<file path="src/rtl/seq_alu.sv">
// rtl/seq_alu.sv - sequential ALU with handshake; iterative shift-add multiply and restoring divide.
// Define SEQ_ALU_FLAGS_EN to build the Zero/DivByZero flag registers; otherwise both outputs tie to 0.
module seq_alu #(
  parameter int WIDTH = 8
) (
  input  logic             clk,
  input  logic             rst,
  input  logic [WIDTH-1:0] A,
  input  logic [WIDTH-1:0] B,
  input  logic [3:0]       ALU_Sel,
  input  logic             in_valid,
  output logic             in_ready,
  output logic [WIDTH-1:0] ALU_Out,
  output logic             CarryOut,
  output logic             Zero,
  output logic             DivByZero,
  output logic             out_valid,
  input  logic             out_ready
);

  typedef enum logic [1:0] {IDLE, MUL, DIV, DONE} state_t;

  state_t state, state_next;

  logic                 accept;
  logic [5:0]           cnt;
  logic [WIDTH-1:0]     a_q;
  logic [WIDTH-1:0]     b_q;
  logic [2*WIDTH-1:0]   prod;
  logic [WIDTH-1:0]     rem;
  logic [WIDTH-1:0]     quo;

  logic [WIDTH:0]       sum_ext;
  logic [WIDTH:0]       diff_ext;
  logic [WIDTH-1:0]     simple_res;
  logic                 simple_carry;

  logic [WIDTH:0]       mul_add;
  logic [2*WIDTH-1:0]   prod_next;
  logic [WIDTH:0]       div_shift;
  logic [WIDTH:0]       div_trial;
  logic [WIDTH-1:0]     rem_next;
  logic [WIDTH-1:0]     quo_next;

  logic                 load;
  logic [WIDTH-1:0]     res_d;
  logic                 carry_d;
  logic                 dbz_d;
  logic [WIDTH-1:0]     alu_out_q;
  logic                 carry_q;

  assign accept = in_valid && in_ready;

  always_ff @(posedge clk) begin
    if (rst) begin
      state <= IDLE;
    end else begin
      state <= state_next;
    end
  end

  always_comb begin
    state_next = state;
    in_ready   = 1'b0;
    out_valid  = 1'b0;
    case (state)
      IDLE: begin
        in_ready = 1'b1;
        if (in_valid) begin
          if (ALU_Sel == 4'h2) begin
            state_next = MUL;
          end else if (ALU_Sel == 4'h3 && B != '0) begin
            state_next = DIV;
          end else begin
            state_next = DONE;
          end
        end
      end
      MUL, DIV: begin
        if (cnt == 6'd0) begin
          state_next = DONE;
        end
      end
      DONE: begin
        out_valid = 1'b1;
        if (out_ready) begin
          state_next = IDLE;
        end
      end
      default: state_next = IDLE;
    endcase
  end

  // Single-cycle ops evaluate straight from the ports in the accept cycle.
  always_comb begin
    sum_ext      = {1'b0, A} + {1'b0, B};
    diff_ext     = {1'b0, A} - {1'b0, B};
    simple_res   = '0;
    simple_carry = 1'b0;
    case (ALU_Sel)
      4'h0: begin
        simple_res   = sum_ext[WIDTH-1:0];
        simple_carry = sum_ext[WIDTH];
      end
      4'h1: begin
        simple_res   = diff_ext[WIDTH-1:0];
        simple_carry = diff_ext[WIDTH];
      end
      4'h3: simple_res = '1;
      4'h4: simple_res = {A[WIDTH-2:0], 1'b0};
      4'h5: simple_res = {1'b0, A[WIDTH-1:1]};
      4'h6: simple_res = {A[WIDTH-2:0], A[WIDTH-1]};
      4'h7: simple_res = {A[0], A[WIDTH-1:1]};
      4'h8: simple_res = A & B;
      4'h9: simple_res = A | B;
      4'hA: simple_res = A ^ B;
      4'hB: simple_res = ~(A | B);
      4'hC: simple_res = ~(A & B);
      4'hD: simple_res = ~(A ^ B);
      4'hE: simple_res = {{(WIDTH-1){1'b0}}, (A > B)};
      4'hF: simple_res = {{(WIDTH-1){1'b0}}, (A == B)};
      default: simple_res = '0;
    endcase
  end

  // prod holds {partial sum, remaining multiplier bits}; both shift right each step.
  always_comb begin
    mul_add   = {1'b0, prod[2*WIDTH-1:WIDTH]} + (prod[0] ? {1'b0, a_q} : {(WIDTH+1){1'b0}});
    prod_next = {mul_add, prod[WIDTH-1:1]};
    div_shift = {rem, quo[WIDTH-1]};
    div_trial = div_shift - {1'b0, b_q};
    rem_next  = div_trial[WIDTH] ? div_shift[WIDTH-1:0] : div_trial[WIDTH-1:0];
    quo_next  = {quo[WIDTH-2:0], ~div_trial[WIDTH]};
  end

  always_comb begin
    load    = 1'b0;
    res_d   = simple_res;
    carry_d = simple_carry;
    dbz_d   = 1'b0;
    case (state)
      IDLE: begin
        load  = accept && (ALU_Sel != 4'h2) && !(ALU_Sel == 4'h3 && B != '0);
        dbz_d = (ALU_Sel == 4'h3);
      end
      MUL: begin
        load    = (cnt == 6'd0);
        res_d   = prod_next[WIDTH-1:0];
        carry_d = |prod_next[2*WIDTH-1:WIDTH];
      end
      DIV: begin
        load    = (cnt == 6'd0);
        res_d   = quo_next;
        carry_d = 1'b0;
      end
      default: load = 1'b0;
    endcase
  end

  always_ff @(posedge clk) begin
    if (rst) begin
      alu_out_q <= '0;
      carry_q   <= 1'b0;
      cnt       <= '0;
      a_q       <= '0;
      b_q       <= '0;
      prod      <= '0;
      rem       <= '0;
      quo       <= '0;
    end else begin
      if (accept) begin
        a_q  <= A;
        b_q  <= B;
        cnt  <= 6'(WIDTH - 1);
        prod <= {{WIDTH{1'b0}}, B};
        rem  <= '0;
        quo  <= A;
      end else if (state == MUL) begin
        prod <= prod_next;
        cnt  <= cnt - 6'd1;
      end else if (state == DIV) begin
        rem  <= rem_next;
        quo  <= quo_next;
        cnt  <= cnt - 6'd1;
      end
      if (load) begin
        alu_out_q <= res_d;
        carry_q   <= carry_d;
      end
    end
  end

  assign ALU_Out  = alu_out_q;
  assign CarryOut = carry_q;

`ifdef SEQ_ALU_FLAGS_EN
  logic zero_q;
  logic dbz_q;

  always_ff @(posedge clk) begin
    if (rst) begin
      zero_q <= 1'b0;
      dbz_q  <= 1'b0;
    end else if (load) begin
      zero_q <= (res_d == '0);
      dbz_q  <= dbz_d;
    end
  end

  assign Zero      = zero_q;
  assign DivByZero = dbz_q;
`else
  logic unused_dbz;
  assign unused_dbz = dbz_d;
  assign Zero       = 1'b0;
  assign DivByZero  = 1'b0;
`endif

endmodule
</file>
<file path="config.mk">
export PLATFORM = sky130hd
export DESIGN_NAME = seq_alu
export DESIGN_NICKNAME = d
export VERILOG_FILES = /design/src/rtl/seq_alu.sv
export SDC_FILE = /design/constraint.sdc
export NUM_CORES = 1
export LEC_CHECK = 0
export ABC_AREA = 0
export CAP_MARGIN = 15
export CORE_MARGIN = 5
export CORE_UTILIZATION = 35
export DETAILED_ROUTE_END_ITERATION = 12
export HOLD_SLACK_MARGIN = 0.15
export PLACE_DENSITY = 0.5
export SETUP_SLACK_MARGIN = 0.02
export SLEW_MARGIN = 30
export SYNTH_ARGS = -nofsm -noshare
export SYNTH_HDL_FRONTEND = slang
export SYNTH_SLANG_ARGS = --single-unit
export TNS_END_PERCENT = 5
</file>
<file path="constraint.sdc">
create_clock -name clk -period 2.4 [get_ports clk]
set_input_delay 0.24 -clock clk [delete_from_list [all_inputs] [get_ports clk]]
set_output_delay 0.24 -clock clk [all_outputs]
set_load 0.02 [all_outputs]
</file>
Word-level counts from Yosys, hierarchy flattened
Cells that the tools add are included.
{ "op_classes": {"addsub": 5, "order_cmp": 1, "eq_ne": 24, "muxes": 23, "bitwise_logic": 8, "n_reduce_logical": 19} }
{ "op_table": {"columns": ["op", "n"], "rows": [
  ["8-bit one-hot mux with 15 select lines", 1],
  ["8-bit 2-to-1 mux", 7],
  ["4-bit == test (second input constant)", 8],
  ["8-bit NOT", 3],
  ["8-bit by 8-bit adder with 9-bit output", 2],
  ["4-bit by 3-bit == test with 1-bit output (second input constant)", 4],
  ["8-bit one-hot mux with 2 select lines", 1],
  ["6-bit 2-to-1 mux", 2],
  ["8-bit by 8-bit subtractor with 9-bit output", 1],
  ["9-bit by 8-bit subtractor with 9-bit output", 1],
  ["8-bit bitwise AND", 1],
  ["4-bit by 2-bit == test with 1-bit output (second input constant)", 2],
  ["8-bit == test", 1],
  ["8-bit > comparator", 1],
  ["2-bit 2-to-1 mux", 4],
  ["8-bit OR", 1],
  ["8-bit nonzero test", 1],
  ["8-bit OR reduction", 1],
  ["8-bit bitwise XOR", 1],
  ["6-bit zero test", 1],
  ["2-bit != test (second input constant)", 3],
  ["1-bit one-hot mux with 2 select lines", 3],
  ["2-bit one-hot mux with 3 select lines", 1],
  ["2-bit nonzero test", 3],
  ["other kinds (17)", 26]
]} }
{ "totals": {"regBits": 65, "output_inout_bits": 13, "wordCells": 91} }

Depth between registers and ports, before layout
{ "logic_depth": {"ltp_word": 6, "ltp_mapped": 10, "depth_no_buf": 10} }

Least setup slack after synthesis
Ideal clock, no wire load.
{ "synth_path": {"path_type": "flip-flop to flip-flop", "from": "register prod[0]", "to": "register carry_q, in the netlist CarryOut", "arrival_time_ns": 2.293, "required_time_ns": 2.269, "path_slack_ns": -0.024, "path_stages_with_launch": 11, "period_less_slack_ns": 2.424, "path_cell_list": "dfxtp_1 -> and2_1 -> ha_1 -> inv_1 -> fa_1 -> nand2b_1 -> a21oi_1 -> xor2_1 -> or4_1 -> nor4b_1 -> o32ai_1"} }
{ "synth_between": {"elab_chain_len": 4} }
{ "synth_lines": {"columns": ["element", "line_no", "text"], "rows": [
  ["start: declaration", "29", "logic [2*WIDTH-1:0] prod;"],
  ["start signal: assignment", "175", "prod <= {{WIDTH{1'b0}}, B};"],
  ["start signal: assignment", "179", "prod <= prod_next;"],
  ["8-bit 2-to-1 mux", "128", "mul_add = {1'b0, prod[2*WIDTH-1:WIDTH]} + (prod[0] ? {1'b0, a_q} : {(WIDTH+1){1'b0}});"],
  ["8-bit by 8-bit adder with 9-bit output", "128", null],
  ["8-bit OR reduction", "149", "carry_d = |prod_next[2*WIDTH-1:WIDTH];"],
  ["1-bit one-hot mux with 2 select lines", "141", "case (state)"],
  ["end signal: assignment", "188", "carry_q <= carry_d;"],
  ["end: declaration", "50", "logic carry_q;"]
]} }
Every way passes these cells.
A chain may end at the register's enable or synchronous reset.

Worst setup path after layout
Ends and elaborated chain as after synthesis.

==> metrics.yaml <==
clock_sinks: 65
top_layer_used: "met4"
worst_slack_ns: -0.118
cp_slowest_stage_delay_ns: 0.54
initial_core_util: 0.352
violations: "negative setup slack"
timing.final.crit_share: 1.05
finalCriticalPeriod_ns: 2.52
crit_path_start_kind: "flip-flop"
wl_per_cell_um: 17.6
antenna_found_initial: 0
clk_pin_slew_ns: 0.06
fillerInstances: 1495
leakage_nw: 3.02
cp-end-kind: "flip-flop"
status: "complete, but fails checks"
first_iter_violations: 312
hpwlAfterDp_um: 13800
final.setup.tns_ns: -0.118
cp_slowest_cell: "or4_4"
max_freq_ghz: 0.397
cp_max_fo: 6
die_w_um: 133
via_per_inst: 5.42
powerDensity_nw_per_um2: 898
critPathKind: "reg2reg"
area_growth_pct: 34.1
gr-usage-all-layers: 0.196
grt_pass1_wl_um: 27800
synth.distinct_cells: 74
hold_path.class: "in2reg"
yosysTopAreaCell: "dfxtp_1"
drc: 0
overflow: 0
register_area_um2: 1300
synth_edf_count: 0
synth_top_area_frac: 0.246
cts_made_buffers: 9
rsz0062_at_grt: "true"
grt_max_degree: 38
io_pins: 37
antenna_cells: 0
fin_util: 0.472
multiInputGateArea_um2: 3810
netlist_area_um2: 5300
dr_total_vias: 5372
place.gp.congestion: 0.934
grt_pass1_vias: 5280
die_y_um: 133
synth_cells: 678
cts_tree: "built"
ctsHtreeMaxLevel: 3
final_area_um2: 7100
wl_met3_um: 745
synth.area.top_cells: "dfxtp_1 25%, ha_1 11%, a21oi_1 5.9%"
worst_pin_slew_ns: 0.761
clk_latency_ns: 0.34
max_cap_violations: 0
ir_drop_mv: 0.390
critPathRequiredTime_ns: 2.61
ys.flop_type: "dfxtp_1"
cp_num_buf_inv: 3
port_buffers: 34
max_slew_margin: 0.491
rows: 45
hold_viol_final: 0
yosysSeqAreaShare: 0.246
fin_cells: 992
dieArea_um2: 17700
dr_wl_met2_um: 8080
crit_path_cell_trace: "buf_4, and2_1, ha_4, a211oi_2, buf_4, o31ai_2, xor2_1, or4_4, nor4b_4, buf_4, o32ai_2"
drt_first_pass_iters: 5
dpl.cell_count: 975
wl_met1_um: 8230
clockBufferDepth: 2
crit_top_cell: "buf_4"
nNetsFinal: 874
setup_viol: 1
crit_arrival_ns: 2.73
layout-drive-gt1-share: 0.240
skew_ns: 0.00788
antenna_left: 0
core-area_um2: 15000
yosysWarningCount: 0
clock-root-buffer: "clkbuf_16"
synth-seq-cells: 65
path_delay_family: "simple AND/OR/NAND/NOR gates"
synth-async-reset-ratio: 0
drv_slew: 0
place_area_um2: 6580
cts_hold_buf: 0
syn_avg_cell_area_um2: 7.81
p_total_w: 0.00638
drt-total-wl_um: 17400
## kinds of logic (layout without fill, tap and decap cells)
logic type	after synthesis	after routing	share of synthesized area
and+or+nand+nor	225	225	0.212
muxes	26	26	0.0522
other	1	2	0.000708
DFF	65	65	0.246
buffers and inverters	93	218	0.0716
adders and majority gates	51	51	0.126
xor gates and xnor gates	25	25	0.0428
AOI/OAI and AO/OA	192	192	0.249
## path summary, 6_finish.rpt
check	startpoint	end	slack, ns	cells past startpoint
worst max register to register	prod[0]	CarryOut	-0.12	11
worst min-delay path	B[6]	prod[6]	0.41	4
worst max-delay path	prod[0]	CarryOut	-0.12	11
worst min register to register	a_q[3]	a_q[3]	0.45	2
## through the flow
step	hold slack, ns	setup slack, ns
after floorplan	0.376	0.0233
after global placement	0.444	-0.525
after detailed placement	0.444	-0.498
final	0.405	-0.118
after global routing	0.438	-0.229
after CTS	0.452	-0.204
## report_power, final
group | switching, W | internal (W)
sequential | 0.000224 | 0.00137
combinational | 0.00180 | 0.00163
clock | 0.000496 | 0.000861
total | 0.00252 | 0.00386
## worst register-to-register path, cell delays in order (launching register included)
cell      delay [ns]
dfxtp_2         0.33
buf_4           0.14
and2_1          0.16
ha_4            0.16
a211oi_2        0.14
buf_4           0.15
o31ai_2         0.07
xor2_1          0.18
or4_4           0.54
nor4b_4         0.27
buf_4           0.17
o32ai_2         0.06
## placed cells by master, fill, tap and decap left out, types with 4 or more instances in the layout
cell type / synthesis / final
o22ai_1: 6 / 6
clkdlybuf4s50_1: 0 / 33
and2_1: 11 / 10
inv_1: 50 / 49
ha_1: 47 / 42
nand2b_1: 16 / 15
nor3_1: 17 / 16
a211oi_1: 7 / 6
or2_2: 5 / 5
o221ai_1: 6 / 6
buf_4: 3 / 114
o21ai_0: 29 / 29
nand3_1: 10 / 10
nand2_1: 76 / 74
nor2b_1: 14 / 13
xnor2_1: 15 / 15
or3_1: 5 / 5
clkbuf_16: 0 / 9
a211o_1: 4 / 4
a21o_1: 4 / 4
o21a_1: 8 / 8
a22o_1: 7 / 7
mux2i_1: 13 / 13
a31oi_1: 6 / 6
nor2_1: 42 / 40
a21oi_1: 62 / 60
mux2_2: 13 / 13
xor2_1: 9 / 8
a311oi_1: 7 / 7
dfxtp_1: 65 / 63
nor3b_1: 4 / 4
ha_4: 0 / 4
o2111ai_1: 5 / 5
## flip-flops by register name (all words and copies together) (netlist names)
signal / cells
rem: 8
b_q: 8
quo: 8
prod: 16
a_q: 8
state: 2
ALU_Out: 8
cnt: 6
CarryOut: 1
## Yosys cell counts (all sizes together) (11+ instances only)
cell type	n
a21oi	62
ha	47
o21ai	29
dfxtp	65
mux2i	13
nand2	76
mux2	13
buf	11
xnor2	16
nor2	43
inv	50
nand2b	16
nor2b	14
clkbuf	32
nor3	17
and2	11
## repair_timing
item	in CTS	in global routing
gates resized for setup	17	24
pin swaps	5	9
hold endpoints to repair	0	0
endpoints found under the setup margin	8	14
setup buffers	1	0
## cell type report
class / count / area share
clock buffers: 12 / 0.0361
clock inverters: 4 / 0.00722
inverters: 50 / 0.0264
multi-input cells: 521 / 0.537
flip-flops and latches: 65 / 0.184
well taps: 188 / 0.0331
repair buffers: 152 / 0.176
## routing by layer
metal | up-vias | GRT usage
met5 | - | 0
met2 | 133 | 0.317
met1 | 2554 | 0.266
met4 | 0 | 0.0681
met3 | 27 | 0.0289
li1 | 2658 | -
No activity file was read; power rests on OpenSTA's default activity.
